==> src/rtl/cvxif_issue_buffer_if.sv <==
// Core-side issue, coprocessor dispatch and result channels of the CV-X-IF issue buffer.
// The buffer connects through the slave modport; the surrounding core/coprocessor uses master.
interface cvxif_issue_buffer_if #(
    parameter int unsigned MaxOutstanding = 4,
    parameter int unsigned IdWidth        = 3,
    parameter int unsigned XLEN           = 64
);
    localparam int unsigned CntWidth = $clog2(MaxOutstanding + 1);

    logic                issue_valid_i;
    logic                issue_ready_o;
    logic [31:0]         issue_instr_i;
    logic [XLEN-1:0]     issue_rs1_i;
    logic [XLEN-1:0]     issue_rs2_i;
    logic [IdWidth-1:0]  issue_id_i;
    logic                flush_i;

    logic                cop_valid_o;
    logic                cop_ready_i;
    logic [31:0]         cop_instr_o;
    logic [XLEN-1:0]     cop_rs1_o;
    logic [XLEN-1:0]     cop_rs2_o;
    logic [IdWidth-1:0]  cop_id_o;

    logic                cop_result_valid_i;
    logic                cop_result_ready_o;
    logic [IdWidth-1:0]  cop_result_id_i;
    logic [XLEN-1:0]     cop_result_data_i;
    logic [4:0]          cop_result_rd_i;
    logic                cop_result_we_i;

    logic                result_valid_o;
    logic                result_ready_i;
    logic [IdWidth-1:0]  result_id_o;
    logic [XLEN-1:0]     result_data_o;
    logic [4:0]          result_rd_o;
    logic                result_we_o;

    logic [CntWidth-1:0] outstanding_o;
    logic                err_o;

    modport slave (
        input  issue_valid_i, issue_instr_i, issue_rs1_i, issue_rs2_i, issue_id_i, flush_i,
        output issue_ready_o,
        output cop_valid_o, cop_instr_o, cop_rs1_o, cop_rs2_o, cop_id_o,
        input  cop_ready_i,
        input  cop_result_valid_i, cop_result_id_i, cop_result_data_i, cop_result_rd_i,
        input  cop_result_we_i,
        output cop_result_ready_o,
        output result_valid_o, result_id_o, result_data_o, result_rd_o, result_we_o,
        input  result_ready_i,
        output outstanding_o, err_o
    );

    modport master (
        output issue_valid_i, issue_instr_i, issue_rs1_i, issue_rs2_i, issue_id_i, flush_i,
        input  issue_ready_o,
        input  cop_valid_o, cop_instr_o, cop_rs1_o, cop_rs2_o, cop_id_o,
        output cop_ready_i,
        output cop_result_valid_i, cop_result_id_i, cop_result_data_i, cop_result_rd_i,
        output cop_result_we_i,
        input  cop_result_ready_o,
        input  result_valid_o, result_id_o, result_data_o, result_rd_o, result_we_o,
        output result_ready_i,
        input  outstanding_o, err_o
    );
endinterface

==> src/rtl/cvxif_issue_buffer.sv <==
// In-order issue FIFO between core and coprocessor with in-flight ID tracking,
// a single registered result slot back to the core and flush of undispatched entries.
module cvxif_issue_buffer #(
    parameter int unsigned Depth          = 4,
    parameter int unsigned MaxOutstanding = 4,
    parameter int unsigned IdWidth        = 3,
    parameter int unsigned XLEN           = 64
) (
    input logic                 clk_i,
    input logic                 rst_ni,
    cvxif_issue_buffer_if.slave bus
);
    localparam int unsigned AW     = $clog2(Depth);
    localparam int unsigned PW     = AW + 1;
    localparam int unsigned CW     = $clog2(MaxOutstanding + 1);
    localparam int unsigned NumIds = 2 ** IdWidth;

    logic [31:0]        mem_instr [Depth];
    logic [XLEN-1:0]    mem_rs1   [Depth];
    logic [XLEN-1:0]    mem_rs2   [Depth];
    logic [IdWidth-1:0] mem_id    [Depth];

    logic [PW-1:0]      wr_ptr_q, rd_ptr_q;
    logic [PW-1:0]      queued, queued_d, slot;
    logic [CW-1:0]      dispatched_q, dispatched_d;
    logic [CW-1:0]      outstanding_q, outstanding_d;
    logic [NumIds-1:0]  bitmap_q, bitmap_d;

    logic               res_valid_q;
    logic [IdWidth-1:0] res_id_q;
    logic [XLEN-1:0]    res_data_q;
    logic [4:0]         res_rd_q;
    logic               res_we_q;
    logic               err_q;

    logic               full, empty;
    logic               issue_ready, issue_fire, issue_dup, push;
    logic               cop_valid, pop;
    logic               res_ready, res_fire, res_known, res_take;
    logic [AW-1:0]      rd_idx;

    assign rd_idx = rd_ptr_q[AW-1:0];
    assign queued = wr_ptr_q - rd_ptr_q;
    assign empty  = (wr_ptr_q == rd_ptr_q);
    assign full   = (wr_ptr_q[AW-1:0] == rd_ptr_q[AW-1:0]) && (wr_ptr_q[AW] != rd_ptr_q[AW]);

    assign issue_ready = !full && (outstanding_q < CW'(MaxOutstanding)) && !bus.flush_i;
    assign issue_fire  = bus.issue_valid_i && issue_ready;
    assign issue_dup   = bitmap_q[bus.issue_id_i];
    assign push        = issue_fire && !issue_dup;

    assign cop_valid = !empty && !bus.flush_i;
    assign pop       = cop_valid && bus.cop_ready_i;

    assign res_ready = !res_valid_q || bus.result_ready_i;
    assign res_fire  = bus.cop_result_valid_i && res_ready;
    assign res_known = bitmap_q[bus.cop_result_id_i];
    assign res_take  = res_fire && res_known;

    always_comb begin
        bitmap_d = bitmap_q;
        slot     = '0;
        if (bus.flush_i) begin
            for (int i = 0; i < Depth; i++) begin
                slot = rd_ptr_q + PW'(i);
                if (PW'(i) < queued) begin
                    bitmap_d[mem_id[slot[AW-1:0]]] = 1'b0;
                end
            end
        end
        if (res_take) bitmap_d[bus.cop_result_id_i] = 1'b0;
        if (push)     bitmap_d[bus.issue_id_i]      = 1'b1;
    end

    always_comb begin
        queued_d = queued;
        if (bus.flush_i) begin
            queued_d = '0;
        end else begin
            if (push) queued_d = queued_d + PW'(1);
            if (pop)  queued_d = queued_d - PW'(1);
        end
        dispatched_d = dispatched_q;
        if (pop) dispatched_d = dispatched_d + CW'(1);
        // A result naming an ID that is still queued must not underflow the count.
        if (res_take && dispatched_d != '0) dispatched_d = dispatched_d - CW'(1);
        outstanding_d = CW'(queued_d) + dispatched_d;
    end

    always_ff @(posedge clk_i) begin
        if (push) begin
            mem_instr[wr_ptr_q[AW-1:0]] <= bus.issue_instr_i;
            mem_rs1[wr_ptr_q[AW-1:0]]   <= bus.issue_rs1_i;
            mem_rs2[wr_ptr_q[AW-1:0]]   <= bus.issue_rs2_i;
            mem_id[wr_ptr_q[AW-1:0]]    <= bus.issue_id_i;
        end
    end

    always_ff @(posedge clk_i) begin
        if (!rst_ni) begin
            wr_ptr_q      <= '0;
            rd_ptr_q      <= '0;
            dispatched_q  <= '0;
            outstanding_q <= '0;
            bitmap_q      <= '0;
            res_valid_q   <= 1'b0;
            res_id_q      <= '0;
            res_data_q    <= '0;
            res_rd_q      <= '0;
            res_we_q      <= 1'b0;
            err_q         <= 1'b0;
        end else begin
            if (bus.flush_i) begin
                rd_ptr_q <= wr_ptr_q;
            end else begin
                if (push) wr_ptr_q <= wr_ptr_q + PW'(1);
                if (pop)  rd_ptr_q <= rd_ptr_q + PW'(1);
            end
            dispatched_q  <= dispatched_d;
            outstanding_q <= outstanding_d;
            bitmap_q      <= bitmap_d;
            if (res_take) begin
                res_valid_q <= 1'b1;
                res_id_q    <= bus.cop_result_id_i;
                res_data_q  <= bus.cop_result_data_i;
                res_rd_q    <= bus.cop_result_rd_i;
                res_we_q    <= bus.cop_result_we_i;
            end else if (bus.result_ready_i) begin
                res_valid_q <= 1'b0;
            end
            err_q <= (issue_fire && issue_dup) || (res_fire && !res_known);
        end
    end

    assign bus.issue_ready_o      = issue_ready;
    assign bus.cop_valid_o        = cop_valid;
    // Head payload is masked while empty so stale entries never show after reset or flush.
    assign bus.cop_instr_o        = empty ? '0 : mem_instr[rd_idx];
    assign bus.cop_rs1_o          = empty ? '0 : mem_rs1[rd_idx];
    assign bus.cop_rs2_o          = empty ? '0 : mem_rs2[rd_idx];
    assign bus.cop_id_o           = empty ? '0 : mem_id[rd_idx];
    assign bus.cop_result_ready_o = res_ready;
    assign bus.result_valid_o     = res_valid_q;
    assign bus.result_id_o        = res_id_q;
    assign bus.result_data_o      = res_data_q;
    assign bus.result_rd_o        = res_rd_q;
    assign bus.result_we_o        = res_we_q;
    assign bus.outstanding_o      = outstanding_q;
    assign bus.err_o              = err_q;
endmodule

==> src/flat_wrapper.sv <==
// flat-port wrapper written by rule: the top's interface ports become plain ports
module cvxif_issue_buffer_flat 
#(
    parameter int unsigned Depth          = 4,
    parameter int unsigned MaxOutstanding = 4,
    parameter int unsigned IdWidth        = 3,
    parameter int unsigned XLEN           = 64
)
  (clk_i, rst_ni, bus_issue_valid_i, bus_issue_instr_i, bus_issue_rs1_i, bus_issue_rs2_i, bus_issue_id_i, bus_flush_i, bus_issue_ready_o, bus_cop_valid_o, bus_cop_instr_o, bus_cop_rs1_o, bus_cop_rs2_o, bus_cop_id_o, bus_cop_ready_i, bus_cop_result_valid_i, bus_cop_result_id_i, bus_cop_result_data_i, bus_cop_result_rd_i, bus_cop_result_we_i, bus_cop_result_ready_o, bus_result_valid_o, bus_result_id_o, bus_result_data_o, bus_result_rd_o, bus_result_we_o, bus_result_ready_i, bus_outstanding_o, bus_err_o);
  cvxif_issue_buffer_if #(.MaxOutstanding(MaxOutstanding), .IdWidth(IdWidth), .XLEN(XLEN)) bus_i ();
  input logic clk_i;
  input logic rst_ni;
  input wire logic [$bits(bus_i.issue_valid_i)-1:0] bus_issue_valid_i;
  input wire logic [$bits(bus_i.issue_instr_i)-1:0] bus_issue_instr_i;
  input wire logic [$bits(bus_i.issue_rs1_i)-1:0] bus_issue_rs1_i;
  input wire logic [$bits(bus_i.issue_rs2_i)-1:0] bus_issue_rs2_i;
  input wire logic [$bits(bus_i.issue_id_i)-1:0] bus_issue_id_i;
  input wire logic [$bits(bus_i.flush_i)-1:0] bus_flush_i;
  output wire logic [$bits(bus_i.issue_ready_o)-1:0] bus_issue_ready_o;
  output wire logic [$bits(bus_i.cop_valid_o)-1:0] bus_cop_valid_o;
  output wire logic [$bits(bus_i.cop_instr_o)-1:0] bus_cop_instr_o;
  output wire logic [$bits(bus_i.cop_rs1_o)-1:0] bus_cop_rs1_o;
  output wire logic [$bits(bus_i.cop_rs2_o)-1:0] bus_cop_rs2_o;
  output wire logic [$bits(bus_i.cop_id_o)-1:0] bus_cop_id_o;
  input wire logic [$bits(bus_i.cop_ready_i)-1:0] bus_cop_ready_i;
  input wire logic [$bits(bus_i.cop_result_valid_i)-1:0] bus_cop_result_valid_i;
  input wire logic [$bits(bus_i.cop_result_id_i)-1:0] bus_cop_result_id_i;
  input wire logic [$bits(bus_i.cop_result_data_i)-1:0] bus_cop_result_data_i;
  input wire logic [$bits(bus_i.cop_result_rd_i)-1:0] bus_cop_result_rd_i;
  input wire logic [$bits(bus_i.cop_result_we_i)-1:0] bus_cop_result_we_i;
  output wire logic [$bits(bus_i.cop_result_ready_o)-1:0] bus_cop_result_ready_o;
  output wire logic [$bits(bus_i.result_valid_o)-1:0] bus_result_valid_o;
  output wire logic [$bits(bus_i.result_id_o)-1:0] bus_result_id_o;
  output wire logic [$bits(bus_i.result_data_o)-1:0] bus_result_data_o;
  output wire logic [$bits(bus_i.result_rd_o)-1:0] bus_result_rd_o;
  output wire logic [$bits(bus_i.result_we_o)-1:0] bus_result_we_o;
  input wire logic [$bits(bus_i.result_ready_i)-1:0] bus_result_ready_i;
  output wire logic [$bits(bus_i.outstanding_o)-1:0] bus_outstanding_o;
  output wire logic [$bits(bus_i.err_o)-1:0] bus_err_o;
  assign bus_i.issue_valid_i = bus_issue_valid_i;
  assign bus_i.issue_instr_i = bus_issue_instr_i;
  assign bus_i.issue_rs1_i = bus_issue_rs1_i;
  assign bus_i.issue_rs2_i = bus_issue_rs2_i;
  assign bus_i.issue_id_i = bus_issue_id_i;
  assign bus_i.flush_i = bus_flush_i;
  assign bus_issue_ready_o = bus_i.issue_ready_o;
  assign bus_cop_valid_o = bus_i.cop_valid_o;
  assign bus_cop_instr_o = bus_i.cop_instr_o;
  assign bus_cop_rs1_o = bus_i.cop_rs1_o;
  assign bus_cop_rs2_o = bus_i.cop_rs2_o;
  assign bus_cop_id_o = bus_i.cop_id_o;
  assign bus_i.cop_ready_i = bus_cop_ready_i;
  assign bus_i.cop_result_valid_i = bus_cop_result_valid_i;
  assign bus_i.cop_result_id_i = bus_cop_result_id_i;
  assign bus_i.cop_result_data_i = bus_cop_result_data_i;
  assign bus_i.cop_result_rd_i = bus_cop_result_rd_i;
  assign bus_i.cop_result_we_i = bus_cop_result_we_i;
  assign bus_cop_result_ready_o = bus_i.cop_result_ready_o;
  assign bus_result_valid_o = bus_i.result_valid_o;
  assign bus_result_id_o = bus_i.result_id_o;
  assign bus_result_data_o = bus_i.result_data_o;
  assign bus_result_rd_o = bus_i.result_rd_o;
  assign bus_result_we_o = bus_i.result_we_o;
  assign bus_i.result_ready_i = bus_result_ready_i;
  assign bus_outstanding_o = bus_i.outstanding_o;
  assign bus_err_o = bus_i.err_o;
  cvxif_issue_buffer #(.Depth(Depth), .MaxOutstanding(MaxOutstanding), .IdWidth(IdWidth), .XLEN(XLEN)) u_core (.clk_i(clk_i), .rst_ni(rst_ni), .bus(bus_i));
endmodule
==> config.mk <==
export PLATFORM = sky130hd
export DESIGN_NAME = cvxif_issue_buffer_flat
export DESIGN_NICKNAME = d
export VERILOG_FILES = /design/src/rtl/cvxif_issue_buffer_if.sv /design/src/rtl/cvxif_issue_buffer.sv /design/src/flat_wrapper.sv
export SDC_FILE = /design/constraint.sdc
export NUM_CORES = 1
export LEC_CHECK = 0
export ABC_AREA = 1
export ABC_CLOCK_PERIOD_IN_PS = 9800
export CORE_MARGIN = 8
export CORE_UTILIZATION = 35
export CTS_CLUSTER_SIZE = 25
export DETAILED_ROUTE_END_ITERATION = 6
export PLACE_DENSITY_LB_ADDON = 0.3
export SYNTH_ARGS = -nofsm -noshare
export SYNTH_HDL_FRONTEND = slang
export SYNTH_SLANG_ARGS = --single-unit
==> constraint.sdc <==
create_clock -name clk_i -period 9.8 [get_ports clk_i]
set_input_delay 1.96 -clock clk_i [delete_from_list [all_inputs] [get_ports clk_i]]
set_output_delay 1.96 -clock clk_i [all_outputs]
set_load 0.01 [all_outputs]
; ---- Yosys cells after proc, flatten, opt, wreduce, memory -nomap -nowiden
; Memory sizes are Yosys's and may differ from the RTL's. A register that Yosys moved wholly into a read port is not among the register bits.
; Cells that the tools add are included.
; W data, S select, Z words.
[op_classes]
muxes = 50
n_addsub = 10
order_cmp = 17
n_eq_ne = 3
reduce_logical = 30
n_bitwise = 12
[ops]
columns = cell, count
row1 = $mux W64, 2
row2 = $mux W8, 10
row3 = $and A8 B8 Y8, 5
row4 = $not A8 Y8, 5
row5 = $mux W32, 1
row6 = $mux W3, 9
row7 = $lt A3 B4 Y1 const B, 6
row8 = $demux W1 S3, 6
row9 = $ge A3 B1 Y1 const B, 6
row10 = $logic_and A1 B1 Y1, 18
row11 = $mux W2, 8
row12 = $add A3 B1 Y3 const B, 4
row13 = $mux W1, 12
row14 = $or A8 B8 Y8, 1
row15 = $bmux W1 S3, 2
row16 = $logic_not A1 Y1, 6
row17 = $lt A1 B3 Y1 const A, 2
row18 = $lt A2 B3 Y1 const A, 2
row19 = $sub A3 B1 Y3 const B, 2
row20 = $add A2 B2 Y2 const B, 2
row21 = $reduce_bool A2 Y1, 2
row22 = $add A3 B3 Y3, 1
row23 = $eq A3 B3 Y1, 1
row24 = $lt A3 B3 Y1 const B, 1
row25 = other kinds (7), 8
[totals]
memories = 4
mem_bits_rw = 652
input_bits = 243
word_cells = 137
output_inout_bits = 244
regBits = 95
[memory_table]
columns = name, depth, word_bits, rd, rd_clocked_by_memory_dff, wr, line_no
row1 = u_core.mem_rs1, 4, 64, 1, 1, 1, cvxif_issue_buffer.sv:19  ; logic [XLEN-1:0] mem_rs1 [Depth];
row2 = u_core.mem_rs2, 4, 64, 1, 1, 1, cvxif_issue_buffer.sv:20  ; logic [XLEN-1:0] mem_rs2 [Depth];
row3 = u_core.mem_instr, 4, 32, 1, 1, 1, cvxif_issue_buffer.sv:18  ; logic [31:0] mem_instr [Depth];
row4 = u_core.mem_id, 4, 3, 4, 1, 1, cvxif_issue_buffer.sv:21  ; logic [IdWidth-1:0] mem_id [Depth];

; ---- Logic depth before layout (Yosys ltp)
; Gate-level depths: netlist (run 1).
[depth]
ltp_word = 21
ltp_mapped = 21
depth_no_buf = 21

; ---- Worst setup path after synthesis (run 1)
; OpenSTA, ideal clock, no wires.
[synth_timing]
path_kind = input port to flip-flop
start = input bus_issue_id_i[0]
end = memory u_core.mem_id[0][0], enable pin
t_required_ps = 9110
arrival_ps = 9518
cell_stages = 9
setup_ps = 690
slack_ps = -409
path_buffers = 2
path_cell_list = buf_4 inv_2 nand2_1 nand3_1 nand2_1 clkinv_1 nand3_2 buf_6 nor2_1
[synth_between]
elab_chain_len = 6
[synth_lines]
columns = element, line_no
row1 = start: declaration, flat_wrapper.sv:17  ; input wire logic [$bits(bus_i.issue_id_i)-1:0] bus_issue_id_i;
row2 = $bmux W1 S3, cvxif_issue_buffer.sv:49  ; assign issue_dup = bitmap_q[bus.issue_id_i];
row3 = $mux W1 (implied by the code), cvxif_issue_buffer.sv:49
row4 = $logic_not A1 Y1, cvxif_issue_buffer.sv:50  ; assign push = issue_fire && !issue_dup;
row5 = $logic_and A1 B1 Y1, cvxif_issue_buffer.sv:50
row6 = $mux W1, cvxif_issue_buffer.sv:91  ; if (push) begin
row7 = $mux W1 (implied by the code), cvxif_issue_buffer.sv:95  ; mem_id[wr_ptr_q[AW-1:0]] <= bus.issue_id_i;
row8 = end: declaration, cvxif_issue_buffer.sv:21
; No other way between the ends. The select of a mux whose other input is x is not followed.

==> results of run 1 <==
cell families after synthesis:
logic type                 synth area share, %
adders and majority gates                0.674
buffers and inverters                     3.55
xor gates and xnor gates                 0.112
and+or+nand+nor                           14.1
AOI/OAI and AO/OA                         10.0
DFF                                       71.6
muxes                                   0.0333
layer usage:
| layer | wire (µm) | vias up | part of all wire (%) | GRT usage [%] |
|---|---|---|---|---|
| li1 | - | 10200 | - | - |
| met1 | 34200 | 9940 | 42 | 20.6 |
| met2 | 38700 | 561 | 48 | 26.5 |
| met3 | 5700 | 137 | 7.1 | 4.29 |
| met4 | 2000 | 14 | 2.5 | 5.27 |
| met5 | 92 | - | 0.11 | 0 |
worst register-to-register path, cell delays in order (launching register included):
cell	delay, ps
dfxtp_1	680
ha_1	440
nand2_2	120
inv_2	60
nand3_1	80
nand2_1	90
nor2_2	170
nand3_2	370
nor2_4	890
buf_4	840
metrics by stage:
| stage | setup slack (ps) | hold WS [ps] |
|---|---|---|
| after floorplan | 2400 | 467 |
| after global routing | 2800 | 521 |
| after detailed placement | 3900 | 459 |
| after global placement | 3920 | 454 |
| final | 3170 | 503 |
| after CTS | 3210 | 500 |
layout make-up:
cell class / count / area (µm²)
fill: 7867 / 46500
sequential: 749 / 21500
multi-input combinational: 1689 / 7520
timing repair buffer: 509 / 5070
clock buffer: 101 / 2200
tap: 1144 / 1430
clock inverter: 49 / 569
inverter: 84 / 337
antenna: 10 / 25.0
registers in the layout, indices dropped and copies added, names as in the netlist, named ones only:
| register | count |
|---|---|
| u_core.mem_rs1 | 256 |
| u_core.bus.outstanding_o | 3 |
| u_core.rd_ptr_q | 3 |
| u_core.bus.result_data_o | 64 |
| u_core.bitmap_q | 8 |
| u_core.bus.err_o | 1 |
| u_core.bus.result_rd_o | 5 |
| u_core.bus.result_id_o | 3 |
| u_core.mem_rs2 | 256 |
| u_core.mem_id | 12 |
| u_core.mem_instr | 128 |
| u_core.dispatched_q | 3 |
| u_core.bus.result_valid_o | 1 |
| u_core.wr_ptr_q | 3 |
| u_core.bus.result_we_o | 1 |
power breakdown:
part	total [mW]	switching, mW	internal [mW]
registers	3.63	0.0445	3.58
clock network	3.12	1.27	1.85
logic	1.29	0.742	0.547
total	8.03	2.05	5.98
final timing paths:
check,to,slack (ps),depth (start not counted)
worst max register to register,u_core.mem_rs1[1][39]$_DFFE_PP_,5630,9
worst max-delay path,bus_cop_rs1_o[38],3170,7
worst min register to register,u_core.bus.result_data_o[18]$_SDFFE_PN0P_,500,2
worst min-delay path,u_core.bus.result_data_o[18]$_SDFFE_PN0P_,500,2
synth_stat cells, drive strengths merged:
master / instances / area [µm²]
a21oi: 185 / 926
a22oi: 1 / 7.51
a31oi: 1 / 6.26
and2: 1 / 8.76
buf: 93 / 519
clkbuf: 61 / 230
clkinv: 4 / 16.3
dfxtp: 97 / 1940
edfxtp: 652 / 19600
fa: 2 / 40.0
ha: 13 / 163
inv: 80 / 303
mux2i: 1 / 10.0
nand2: 174 / 718
nand3: 60 / 310
nand3b: 1 / 7.51
nand4: 9 / 56.3
nor2: 824 / 3120
nor3: 1 / 5.00
o21ai: 413 / 2070
xnor2: 2 / 25.0
xor2: 1 / 8.76
==> qor.txt, run 1 <==
run status: finished, final reports clean
num rows: 107
# clock sinks: 749
cell mode on critical path: nor2_1
Initial Utilization: 35.3%
DR WL/cell: 18.6 µm
final antenna-violating net count: 0
#FFs+latches synth: 749
ratio of cells with drive above 1 in the final layout: 6.22%
Clock Root Buffer: clkbuf_16
Mapped Cells: 2676
I/O Buffers: 486
dpl cell area: 35900 µm²
initial DRC count: 1490
commonest non-fill, non-tap cell in the layout: nor2_1
crit path max fanout: 167
largest net degree at the start of global routing: 175
residual DRC count: 0
final WL: 80600 µm
Core Area: 85100 µm²
fin area: 38700 µm²
Worst path slowest cell: buf_4
syn avg cell area: 11.2 µm²
slowest stage delay, CP: 930 ps
GPL Wtd Cong: 0.825
Max-slew headroom: 27.4%
Die ar.: 95600 µm²
Buf/Inv on CP: 3
fmax: 151 MHz
Ports: 487
pwr dens: 208 nW/µm²
final setup violating endpoints: 0
CTS clk-pin slew, worst paths: 60 ps
Final Hold Viols: 0
peak supply drop: 133 µV
period utilisation layout: 67.7%
Hold Startpoint: u_core.bus.result_data_o[18]$_SDFFE_PN0P_
Setup TNS: 0 ps
routed vias: 20800
clock skew: 40.8 ps
CTS Buf Count: 82
min Tclk post-route: 6630 ps
Worst setup SP type: register
final net count: 3373
CP Capture Type: output port
via/cell ratio: 4.80
post-DP HPWL: 48300 µm
commonest cells after routing, fill and taps aside: nor2_1, edfxtp_1, clkdlybuf4s50_1
Post-CTS Hold Fix Bufs: 0
Layout area overhead: 28.6%
Setup CP Type: register to output port
TritonRoute pass-1 iters: 5
worst path required time: 7840 ps
Resize count post-CTS: 0
CTS max path bufs: 3
reg2reg start: u_core.rd_ptr_q[0]$_SDFFE_PN0N_
Die Y: 309 µm
vias in the first global route: 20300
total global routing overflow: 0
CP delay by family, top: buffers and inverters
total track usage: 16.1%
first-pass GRT wire length: 120000 µm
Die Wd: 309 µm
crit-path cells: buf_12 -> buf_4 -> nor2_1 -> nor2_1 -> o21ai_0 -> a21oi_1 -> clkdlybuf4s50_1
Hold Path Class: register to register
unrepaired setup endpoints after global routing: false
CTS tree: done
Design Power: 8.03 mW
Placed Cells: 4175
non-filler instance count after layout: 4335
Yosys warnings: 0
max-slew violations: 0
Leakage: 13.5 nW
Synth cell types: 38
Clock Latency Late Sink: 620 ps
Seq/Total Area, Yosys: 71.6%
H-tree depth: 3
post-CTS setup buffers: 0
maximum capacitance violations: 0
final core utilization: 45.4%
WP data arrival: 4670 ps
initial antenna violation count: 15
Net Count, Synth: 2934
Tightest Pin Transition: 1090 ps
mapped cell area: 30100 µm²
Power figures use the tool's default switching activity.
==> run 2, diff against run 1 <==
- ABC_CLOCK_PERIOD_IN_PS: 9800 -> 6500
- clock period: 9.8 -> 6.5 ns (I/O delays scaled with it)
==> run 2 against run 1 <==
  * Highest routed layer unchanged
  * Critical path type unchanged
  * Clock-buffer cell count unchanged
  * Clock power up 49%
  * Critical endpoint is now bus_cop_rs1_o[42]
  * Worst hold slack worse by 36 ps
  * Largest power group unchanged
  * Clock skew up 2.2 ps
==> qor.txt, run 2 (synthesis gave the netlist of run 1 again) <==
run status: finished, final reports clean
initial antenna violation count: 16
Resize count post-CTS: 0
Core Area: 85100 µm²
Tightest Pin Transition: 1400 ps
final WL: 82300 µm
I/O Buffers: 486
Fin Hold WS: 467 ps
peak supply drop: 226 µV
Final WS setup: 1520 ps
pwr dens: 311 nW/µm²
sw power: 3.10 mW
GPL Wtd Cong: 0.812
Seq pwr share: 45.2%
CP Capture Type: output port
Clock Root Buffer: clkbuf_16
TritonRoute pass-1 iters: 5
Die Y: 309 µm
Leakage: 13.6 nW
Comb power frac: 16.3%
H-tree depth: 3
CTS tree: done
final net count: 3386
Design Power: 12.1 mW
num rows: 107
Post-CTS Hold Fix Bufs: 0
Clock Latency Late Sink: 620 ps
clock skew: 43.0 ps
R2R cell count: 9
final core utilization: 45.6%
period utilisation layout: 76.6%
WP data arrival: 3680 ps
total global routing overflow: 0
routed vias: 20900
maximum capacitance violations: 0
CTS clk-pin slew, worst paths: 60 ps
ratio of cells with drive above 1 in the final layout: 6.30%
internal cell power: 8.98 mW
Layout area overhead: 29.1%
crit path max fanout: 79
Setup TNS: 0 ps
residual DRC count: 0
post-CTS setup buffers: 0
largest net degree at the start of global routing: 209
final setup violating endpoints: 0
commonest cells after routing, fill and taps aside: nor2_1, edfxtp_1, clkdlybuf4s50_1
Hold Path Class: register to register
clock share of power: 38.5%
Die ar.: 95600 µm²
pre-CTS setup slack: 1680 ps
via/cell ratio: 4.81
unrepaired setup endpoints after global routing: false
final antenna-violating net count: 0
post-DP HPWL: 50600 µm
Max-slew headroom: 6.59%
total track usage: 16.4%
Worst setup SP type: register
CTS max path bufs: 3
Die Wd: 309 µm
Ports: 487
vias in the first global route: 20200
commonest non-fill, non-tap cell in the layout: nor2_1
Final Hold Viols: 0
worst path required time: 5200 ps
max-slew violations: 0
first-pass GRT wire length: 123000 µm
CTS Buf Count: 82
Initial Utilization: 35.3%
Filler cells: 7789
initial DRC count: 1467
min Tclk post-route: 4980 ps
# clock sinks: 749
switching share of power: 25.7%
Setup CP Type: register to output port
fmax: 201 MHz
DR WL/cell: 19.0 µm
worst hold path cell count: 2
## run 2: layout make-up
type,count,area [µm²],share of cell area (%)
Sequential cell,749,21500,55.5
Multi-Input combinational cell,1689,7520,19.4
Timing Repair Buffer,522,5270,13.6
Clock buffer,101,2160,5.58
Tap cell,1144,1430,3.69
Clock inverter,46,556,1.43
Inverter,84,337,0.867
Antenna cell,7,17.5,0.0451
## run 2: routing by layer
| metal | share of wire (%) | up-vias | GRT usage, % |
|---|---|---|---|
| met5 | 0.095 | - | 0 |
| met4 | 1.8 | 12 | 4.32 |
| met3 | 7.6 | 99 | 4.79 |
| met2 | 48 | 537 | 26.8 |
| met1 | 42 | 10100 | 21.3 |
| li1 | - | 10200 | - |
## run 2: through the flow
stage               area, µm²  instances
floorplan               30100       2676
global placement        36100       4188
detailed placement      36100       4188
CTS                     38800       4335
global route            38800       4337
finish                  38800       4342
## run 2: final timing paths
check | start | to | slack [ps]
worst min register to register | u_core.bus.result_id_o[0]$_SDFFE_PN0P_ | u_core.bus.result_id_o[0]$_SDFFE_PN0P_ | 470
worst min-delay path | u_core.bus.result_id_o[0]$_SDFFE_PN0P_ | u_core.bus.result_id_o[0]$_SDFFE_PN0P_ | 470
worst max register to register | u_core.rd_ptr_q[0]$_SDFFE_PN0N_ | u_core.mem_rs1[3][58]$_DFFE_PP_ | 2780
worst max-delay path | u_core.rd_ptr_q[0]$_SDFFE_PN0N_ | bus_cop_rs1_o[42] | 1520
## run 2: worst max-delay path: stages (launching register included)
cell and delay (ps):
dfxtp_1 690, ha_1 390, nand2_2 80, inv_2 90
nand2_4 80, inv_6 530, buf_4 420, a21oi_1 140
clkdlybuf4s50_1 520
## run 2: power by group through the flow
stage / logic (mW) / registers, mW / clock network (mW)
global route: 2.17 / 5.47 / 4.94
floorplan: 0.931 / 5.58 / 0
detailed placement: 1.99 / 5.56 / 0
finish: 1.97 / 5.46 / 4.65
CTS: 2.01 / 5.46 / 4.77
global placement: 1.99 / 5.56 / 0
